### src/rtl/cpu_ctrl_pkg.sv
// Shared constants for the multicycle CPU control unit.
// Contents: FSM state encodings, ALU operation codes, primary opcodes,
// R-type funct codes, PC source selects, the wait-counter width and an
// opcode legality helper. Both multicycle_control and alu_funct_dec
// import this package.
package cpu_ctrl_pkg;

  typedef enum logic [2:0] {
    ST_FETCH  = 3'd0,
    ST_DECODE = 3'd1,
    ST_EXEC   = 3'd2,
    ST_MEM    = 3'd3,
    ST_WB     = 3'd4,
    ST_TRAP   = 3'd7
  } state_e;

  localparam logic [3:0] ALU_AND = 4'b0000;
  localparam logic [3:0] ALU_OR  = 4'b0001;
  localparam logic [3:0] ALU_ADD = 4'b0010;
  localparam logic [3:0] ALU_SUB = 4'b0110;
  localparam logic [3:0] ALU_SLT = 4'b0111;

  localparam logic [5:0] OP_R     = 6'b000000;
  localparam logic [5:0] OP_J     = 6'b000010;
  localparam logic [5:0] OP_BEQ   = 6'b000100;
  localparam logic [5:0] OP_BNE   = 6'b000101;
  localparam logic [5:0] OP_ADDIU = 6'b001001;
  localparam logic [5:0] OP_ANDI  = 6'b001100;
  localparam logic [5:0] OP_ORI   = 6'b001101;
  localparam logic [5:0] OP_LW    = 6'b100011;
  localparam logic [5:0] OP_SW    = 6'b101011;

  localparam logic [5:0] FN_ADD  = 6'b100000;
  localparam logic [5:0] FN_ADDU = 6'b100001;
  localparam logic [5:0] FN_SUB  = 6'b100010;
  localparam logic [5:0] FN_SUBU = 6'b100011;
  localparam logic [5:0] FN_AND  = 6'b100100;
  localparam logic [5:0] FN_OR   = 6'b100101;
  localparam logic [5:0] FN_SLT  = 6'b101010;

  localparam logic [1:0] PC_SRC_SEQ    = 2'd0;
  localparam logic [1:0] PC_SRC_BRANCH = 2'd1;
  localparam logic [1:0] PC_SRC_JUMP   = 2'd2;

  // Wide enough for the largest allowed TIMEOUT (255).
  localparam int WAIT_W = 8;

  // bne/andi/ori only exist when the extended decode is enabled.
  function automatic logic op_is_legal(input logic [5:0] op, input logic ext_en);
    case (op)
      OP_R, OP_J, OP_LW, OP_SW, OP_BEQ, OP_ADDIU: return 1'b1;
      OP_BNE, OP_ANDI, OP_ORI:                    return ext_en;
      default:                                    return 1'b0;
    endcase
  endfunction

endpackage

### src/rtl/alu_funct_dec.sv
// R-type funct field to ALU operation decoder.
// Ports:
//   funct   in  6  funct field of the instruction
//   alu_op  out 4  ALU operation code (ADD when funct is unrecognised)
//   illegal out 1  funct is not a supported R-type operation
module alu_funct_dec
  import cpu_ctrl_pkg::*;
(
  input  logic [5:0] funct,
  output logic [3:0] alu_op,
  output logic       illegal
);

  always_comb begin
    alu_op  = ALU_ADD;
    illegal = 1'b0;
    case (funct)
      FN_ADD, FN_ADDU: alu_op = ALU_ADD;
      FN_SUB, FN_SUBU: alu_op = ALU_SUB;
      FN_AND:          alu_op = ALU_AND;
      FN_OR:           alu_op = ALU_OR;
      FN_SLT:          alu_op = ALU_SLT;
      default:         illegal = 1'b1;
    endcase
  end

endmodule

### src/rtl/multicycle_control.sv
// Multicycle CPU control FSM: FETCH -> DECODE -> EXEC -> [MEM] -> [WB],
// with a memory wait timeout and a sticky TRAP state left only by rst.
// Parameters:
//   TIMEOUT  consecutive not-ready memory cycles that trigger a trap (1..255)
//   EXT_EN   1 enables bne/andi/ori decode, 0 treats them as illegal
// Ports:
//   clk, rst                 clock, synchronous active-high reset
//   ct_inst, aluct_inst      opcode and funct from the instruction register
//   alu_zero, mem_ready      ALU zero flag, memory access complete
//   ct_pc_wen, ct_pc_src     PC write enable and source select
//   ct_ir_wen                instruction register write enable
//   ct_iord                  memory address select (0=PC, 1=ALU)
//   ct_mem_ren, ct_mem_wen   memory read / write requests
//   ct_rf_wen, ct_rf_dst     register file write enable, destination select
//   ct_data_rf               RF write data select (1=memory, 0=ALU)
//   ct_alu_src, ct_zext      ALU operand B select, immediate extension
//   ct_alu                   ALU operation
//   ct_illegal, ct_state     trap flag, current state encoding
module multicycle_control
  import cpu_ctrl_pkg::*;
#(
  parameter int unsigned TIMEOUT = 15,
  parameter bit          EXT_EN  = 1'b1
) (
  input  logic       clk,
  input  logic       rst,
  input  logic [5:0] ct_inst,
  input  logic [5:0] aluct_inst,
  input  logic       alu_zero,
  input  logic       mem_ready,
  output logic       ct_pc_wen,
  output logic [1:0] ct_pc_src,
  output logic       ct_ir_wen,
  output logic       ct_iord,
  output logic       ct_mem_ren,
  output logic       ct_mem_wen,
  output logic       ct_rf_wen,
  output logic       ct_rf_dst,
  output logic       ct_data_rf,
  output logic       ct_alu_src,
  output logic       ct_zext,
  output logic [3:0] ct_alu,
  output logic       ct_illegal,
  output logic [2:0] ct_state
);

  state_e              state, state_nxt;
  logic [WAIT_W-1:0]   wait_cnt, wait_nxt;
  logic                timeout_hit;
  logic                is_mem_op;
  logic [3:0]          funct_alu;
  logic                funct_bad;

  alu_funct_dec u_funct_dec (
    .funct   (aluct_inst),
    .alu_op  (funct_alu),
    .illegal (funct_bad)
  );

  // wait_cnt holds the number of wait cycles already spent; the current
  // cycle is the TIMEOUT-th one when it equals TIMEOUT-1. A ready in that
  // cycle still wins over the trap.
  assign timeout_hit = (wait_cnt == WAIT_W'(TIMEOUT - 1));
  assign is_mem_op   = (ct_inst == OP_LW) || (ct_inst == OP_SW);

  assign ct_state   = state;
  assign ct_illegal = (state == ST_TRAP);

  // State register
  always_ff @(posedge clk) begin
    if (rst) begin
      state    <= ST_FETCH;
      wait_cnt <= '0;
    end else begin
      state    <= state_nxt;
      wait_cnt <= wait_nxt;
    end
  end

  // Next-state logic; the counter only survives a cycle that stays in a
  // waiting FETCH or MEM, so any state change clears it.
  always_comb begin
    state_nxt = state;
    wait_nxt  = '0;
    case (state)
      ST_FETCH: begin
        if (mem_ready)        state_nxt = ST_DECODE;
        else if (timeout_hit) state_nxt = ST_TRAP;
        else                  wait_nxt  = wait_cnt + 1'b1;
      end
      ST_DECODE: begin
        if (ct_inst == OP_J)                   state_nxt = ST_FETCH;
        else if (!op_is_legal(ct_inst, EXT_EN)) state_nxt = ST_TRAP;
        else                                   state_nxt = ST_EXEC;
      end
      ST_EXEC: begin
        case (ct_inst)
          OP_R:           state_nxt = funct_bad ? ST_TRAP : ST_WB;
          OP_LW, OP_SW:   state_nxt = ST_MEM;
          OP_ADDIU:       state_nxt = ST_WB;
          OP_ANDI, OP_ORI: state_nxt = EXT_EN ? ST_WB : ST_TRAP;
          OP_BEQ:         state_nxt = ST_FETCH;
          OP_BNE:         state_nxt = EXT_EN ? ST_FETCH : ST_TRAP;
          default:        state_nxt = ST_TRAP;
        endcase
      end
      ST_MEM: begin
        if (!is_mem_op)       state_nxt = ST_TRAP;
        else if (mem_ready)   state_nxt = (ct_inst == OP_LW) ? ST_WB : ST_FETCH;
        else if (timeout_hit) state_nxt = ST_TRAP;
        else                  wait_nxt  = wait_cnt + 1'b1;
      end
      ST_WB:   state_nxt = ST_FETCH;
      ST_TRAP: state_nxt = ST_TRAP;
      default: state_nxt = ST_TRAP;
    endcase
  end

  // Output logic; reset masks every enable so an interrupted access stops
  // driving memory in the reset cycle itself.
  always_comb begin
    ct_pc_wen  = 1'b0;
    ct_pc_src  = PC_SRC_SEQ;
    ct_ir_wen  = 1'b0;
    ct_iord    = 1'b0;
    ct_mem_ren = 1'b0;
    ct_mem_wen = 1'b0;
    ct_rf_wen  = 1'b0;
    ct_rf_dst  = 1'b0;
    ct_data_rf = 1'b0;
    ct_alu_src = 1'b0;
    ct_zext    = 1'b0;
    ct_alu     = ALU_ADD;
    if (!rst) begin
      case (state)
        ST_FETCH: begin
          ct_mem_ren = 1'b1;
          if (mem_ready) begin
            ct_ir_wen = 1'b1;
            ct_pc_wen = 1'b1;
          end
        end
        ST_DECODE: begin
          if (ct_inst == OP_J) begin
            ct_pc_wen = 1'b1;
            ct_pc_src = PC_SRC_JUMP;
          end
        end
        ST_EXEC: begin
          case (ct_inst)
            OP_R: ct_alu = funct_alu;
            OP_LW, OP_SW, OP_ADDIU: ct_alu_src = 1'b1;
            OP_ANDI, OP_ORI: begin
              if (EXT_EN) begin
                ct_alu_src = 1'b1;
                ct_zext    = 1'b1;
                ct_alu     = (ct_inst == OP_ANDI) ? ALU_AND : ALU_OR;
              end
            end
            OP_BEQ: begin
              ct_alu    = ALU_SUB;
              ct_pc_src = PC_SRC_BRANCH;
              ct_pc_wen = alu_zero;
            end
            OP_BNE: begin
              if (EXT_EN) begin
                ct_alu    = ALU_SUB;
                ct_pc_src = PC_SRC_BRANCH;
                ct_pc_wen = !alu_zero;
              end
            end
            default: ;
          endcase
        end
        ST_MEM: begin
          ct_iord    = 1'b1;
          ct_mem_ren = (ct_inst == OP_LW);
          ct_mem_wen = (ct_inst == OP_SW);
        end
        ST_WB: begin
          ct_rf_wen  = 1'b1;
          ct_rf_dst  = (ct_inst == OP_R);
          ct_data_rf = (ct_inst == OP_LW);
        end
        default: ;
      endcase
    end
  end

endmodule

### config.mk
export PLATFORM = sky130hd
export DESIGN_NAME = multicycle_control
export DESIGN_NICKNAME = d
export VERILOG_FILES = /design/src/rtl/cpu_ctrl_pkg.sv /design/src/rtl/alu_funct_dec.sv /design/src/rtl/multicycle_control.sv
export SDC_FILE = /design/constraint.sdc
export NUM_CORES = 1
export LEC_CHECK = 0
export CORE_ASPECT_RATIO = 0.8
export CORE_MARGIN = 2
export CORE_UTILIZATION = 40
export CTS_CLUSTER_DIAMETER = 50
export DETAILED_ROUTE_END_ITERATION = 8
export PLACE_DENSITY = 0.76
export SLEW_MARGIN = 20
export SYNTH_ARGS = -nofsm -noshare
export SYNTH_HDL_FRONTEND = slang
export SYNTH_HIERARCHICAL = 1
export SYNTH_SLANG_ARGS = --single-unit
### constraint.sdc
create_clock -name clk -period 2.1 [get_ports clk]
set_input_delay 0.63 -clock clk [delete_from_list [all_inputs] [get_ports clk]]
set_output_delay 0.63 -clock clk [all_outputs]
set_load 0.05 [all_outputs]
After elaboration in Yosys (flattened, before gate mapping) --
Cells that the tools add are included.
Word-level totals: bits in registers 11, bits of input ports 16, output and inout bits 20
Cells by class: add/sub/neg operators 1, eq/ne operators 21, muxes and demuxes 51, reduce and logical (&&, ||, !) cells 12
Operators with widths (number):
- 6-bit equality test, second input constant | 9
- 1-bit 2-to-1 mux | 27
- 8-bit 2-to-1 mux | 3
- 3-bit one-hot mux with 4 select lines | 2
- 3-bit 2-to-1 mux | 7
- 6-bit by 4-bit equality test with 1-bit output, second input constant | 3
- 8-bit one-hot mux with 2 select lines | 1
- 3-bit one-hot mux with 5 select lines | 1
- 6-bit by 3-bit equality test with 1-bit output, second input constant | 2
- 4-bit one-hot mux with 3 select lines | 1
- 9-bit OR reduction | 1
- 8-bit by 1-bit adder with 8-bit output, second input constant | 1
- 8-bit by 4-bit equality test with 1-bit output, second input constant | 1
- 4-bit 2-to-1 mux | 2
- 2-bit OR reduction | 4
- 7-bit OR reduction | 1
- 3-bit by 2-bit equality test with 1-bit output, second input constant | 2
- 3-bit equality test, second input constant | 2
- 6-bit by 2-bit equality test with 1-bit output, second input constant | 1
- 6-bit zero test | 1
- 2-bit 2-to-1 mux | 3
- 5-bit OR reduction | 1
- 1-bit one-hot mux with 2 select lines | 2
- 2-bit one-hot mux with 2 select lines | 1
- other kinds (6) | 6

Depth between registers and ports, before layout --
depth in word-level cells 8, gate-level depth with buffers 6

Hierarchy --
The synthesis kept the hierarchy.
Modules (own cells, without submodules):
- multicycle_control | times used 1, cells each 128, area an instance 918.4 um^2, sequential area each 220.2 um^2
- alu_funct_dec | times used 1, cells each 11, area an instance 95.1 um^2, sequential area each 0.0 um^2

Worst setup path after synthesis --
OpenSTA, ideal clock, no wires.
kind input to output, start input port ct_inst[0], end output port ct_pc_wen, arrival 2865 ps, required time 1470 ps, path slack -1395 ps, cell stages on the path 5, path through buf_2 nor3_1 and3_1 mux2i_1 o41ai_1
On the way: word-level cells in the longest chain between the ends 4, elaborated cells on any way between the ends 7, those cells by class 3 x eq/ne; 4 x mux
Ends and longest elaborated chain:
- start: declaration | line multicycle_control.sv:27 | input logic [5:0] ct_inst,
- 6-bit by 3-bit equality test with 1-bit output / 6-bit by 2-bit equality test with 1-bit output (equally long branches) | line multicycle_control.sv:150, multicycle_control.sv:144
- 1-bit one-hot mux with 2 select lines / 1-bit 2-to-1 mux (equally long branches) | line multicycle_control.sv:150, multicycle_control.sv:144
- 1-bit one-hot mux with 3 select lines * | line multicycle_control.sv:135 | case (state)
- 1-bit 2-to-1 mux * | line multicycle_control.sv:134 | if (!rst) begin
- end: declaration | line multicycle_control.sv:31 | output logic ct_pc_wen,
Mark *: on every way between the ends. The rest lies on a longest branch, timed or not.

Final worst setup path --
start input port ct_inst[4], end output port ct_pc_wen
Same word-level chain as after synthesis.

==> run_results.csv <==
group,metric,value,unit
final_layout,mostFrequentLayoutCell,"buf_4",
clock_tree,clock_sinks,11,
power,vdd_ir_drop_max,0.4842,mV
logic_synthesis,synth_async_sr_flop_share,0,
power,pnr_total_power,1.446,mW
routing,drtAntennaViolNets,0,
timing,setup_violations,13,
global_routing,antenna_found_initial,0,
timing,worst_hold_slack,0.5369,ns
logic_synthesis,netlist_top_cells_area,"dfxtp_1, a21oi_1, nor3_1, xor2_1, nand2_1",
logic_synthesis,postSynthRegisterBits,11,
logic_synthesis,avgSynthCellArea,7.291,um2
clock_tree,ctsLongestPathBuffers,2,
floorplanning,dieArea,2955,um2
global_routing,first_global_vias,1407,
min_path,worstHoldPathType,"reg -> reg",
placement,dp_hpwl,2732,um
clock_tree,clock_latency_reported_for_the_late_side_of_the_worst_skew_pair,0.28,ns
critical_path,cp_data_arrival_time,1.83,ns
timing,clock_skew,0.004048,ns
outcome,violations,"setup timing",
routing,post_drt_via_cell_ratio,5.835,
floorplanning,core_area,2422,um2
final_layout,fin_nets,232,
logic_synthesis,synth-edff-count,0,
global_routing,grtUsageTotal,0.3073,
final_layout,post_layout_nonfiller_instances,249,
timing,fin_crit_sh,1.172,
clock_tree,clk_pin_slew,0.07,ns
routing,drt-pass1-iter-count,4,
final_layout,utilization,0.9065,
routing,drc,0,
final_layout,multi_input_area,1007,um2
clock_tree,tritoncts,"built",
global_routing,grt_max_degree,17,
timing,tns,-2.231,ns
clock_tree,cts_buffers,3,
clock_tree,root_buffer,"clkbuf_4",
placement,dp_cells,234,
floorplanning,placement_rows,16,
floorplanning,boundaryPins,36,
final_layout,layout.filler_cells,88,
global_routing,grt_remaining_overflow,0,
floorplanning,initial_utilization,0.4184,
logic_synthesis,area_share_of_the_largest_cell_type_after_synthesis,0.2173,
placement,globalplace.congestion,0.8292,
timing,finalHoldViolCount,0,
final_layout,final-seq-area,229.0,um2
critical_path,startpoint_kind_of_the_worst_setup_timing_path,"input port",
timing,tightest_slew_margin_relative_to_the_limit,0.03159,
routing,wl_per_cell,18.68,um
outcome,outcome,"finished, violations left",
critical_path,critical_path_required,1.47,ns
logic_synthesis,synth-main-ff-cell,"dfxtp_1",
power,power.density_cell_area,658.6,nW/um2
timing,worstMarginPinSlew,1.442,ns
logic_synthesis,synthesis.area,1013,um2
timing,number_of_max_slew_violations_in_the_final_report,0,
floorplanning,die_h,49.02,um
timing,finalWorstPathRequiredPeriod,2.461,ns
global_routing,grt_first_pass_wirelength,6879,um
final_layout,mostFrequentLayoutCells,"buf_4, buf_6, buf_12, nand2_1, nor2_1",
routing,totalWireLength,4652,um
final_layout,area_growth_syn_to_layout,116.7,%
logic_synthesis,sequential_cell_area_fraction_in_the_yosys_report,0.2173,
final_layout,post_route_cells_drive_above_1_share,0.5915,
critical_path,timing.critical_path.fanout_max,4,
logic_synthesis,synth_largest_area_cell,"dfxtp_1",
logic_synthesis,synth_nets,157,
routing,via_count,1453,
placement,port_buffers,34,
timing,rsz0062_at_grt,"true",
timing,fmax,406.4,MHz
critical_path,timing.critical_path.to_type,"primary output",
logic_synthesis,synth-warning-count,6,
critical_path,setup.worst_path.class,"in -> out",
power,power_leakage,0.8940,nW
clock_tree,ctsHtreeMaxLevel,1,
job,drv_cap,0,
logic_synthesis,post_synth_num_cell_types,48,
clock_tree,cts_hold_buf,0,
timing,postLayoutSetupSlackWorst,-0.3608,ns
floorplanning,die-width,60.28,um
final_layout,diodes,0,
logic_synthesis,synthesis.instances,139,
routing,drt_first_iter_violations,142,
[where the power goes]
group / total [mW] / leakage, nW / switching, mW / internal [mW]
sequential: 0.326 / 0.0908 / 0.0752 / 0.251
combinational: 0.972 / 0.788 / 0.556 / 0.416
clock: 0.148 / 0.0150 / 0.0742 / 0.0738
total: 1.45 / 0.894 / 0.705 / 0.741
[cell usage after synthesis, types with 2 or more instances]
cell,number
nand4_1,2
nor3b_1,2
a21oi_1,11
buf_6,2
o21ai_0,4
buf_2,2
or3_1,2
or3_4,2
nor3_1,11
clkbuf_1,4
nor2b_1,3
inv_1,5
and3_1,5
nand2_1,13
nand4bb_1,2
a21o_1,2
ha_1,2
nor2_1,13
nand3_1,6
dfxtp_1,11
nand2b_1,3
xor2_1,6
[worst paths after layout]
kind | from | end | slack (ns) | depth (start not counted)
setup reg to reg | ct_state[1] | wait_cnt[5] | 0.13 | 5
hold reg to reg | wait_cnt[0] | wait_cnt[0] | 0.54 | 1
hold / removal | wait_cnt[0] | wait_cnt[0] | 0.54 | 1
setup / recovery | ct_inst[4] | ct_pc_wen | -0.36 | 6
[kinds of logic (layout without fill, tap and decap cells)]
logic type	after synthesis	count (layout)	synth area share
flip-flops	11	11	0.2173
AND/OR/NAND/NOR	76	76	0.4383
multiplexers	1	1	0.009877
buffers and inverters	14	88	0.07284
other	1	1	0.003700
AO/OA/AOI/OAI	27	27	0.1729
XOR/XNOR	7	7	0.06050
adder cells (fa/ha/maj)	2	2	0.02469
[worst max-delay path: stages]
cell	delay [ns]
buf_8	0.10
or3_4	0.42
nor3b_4	0.27
nand3_2	0.14
o41ai_4	0.09
buf_12	0.18
[sequential cells by signal, indices dropped and copies added (netlist names)]
| name | cells |
|---|---|
| wait_cnt | 8 |
| ct_state | 3 |
[metal layers]
layer,share of wire,vias up,GRT usage
li1,-,645,-
met1,0.39,696,0.3918
met2,0.51,87,0.5199
met3,0.064,25,0.05040
met4,0.034,0,0.09630
met5,0,-,0
[repair_timing]
action / CTS / global route
gates resized for setup: 94 / 11
pin swaps: 28 / 18
endpoints found under the setup margin: 18 / 16
setup buffers: 8 / 5
gates cloned: 0 / 0
[layout make-up]
type | instances | area share
Clock buffer | 4 | 0.01197
Inverter | 5 | 0.01026
Tap cell | 36 | 0.02051
Timing Repair Buffer | 79 | 0.3943
Sequential cell | 11 | 0.1043
Multi-Input combinational cell | 114 | 0.4587
[metrics by stage]
step                      area, um2  setup slack (ns)
after floorplan                1251           -0.3748
after global routing           2196           -0.3814
after global placement         1931           -0.6740
after CTS                      2142           -0.3358
after detailed placement       1931           -0.7409
final                          2196           -0.3608
No activity file was read; power rests on OpenSTA's default activity.
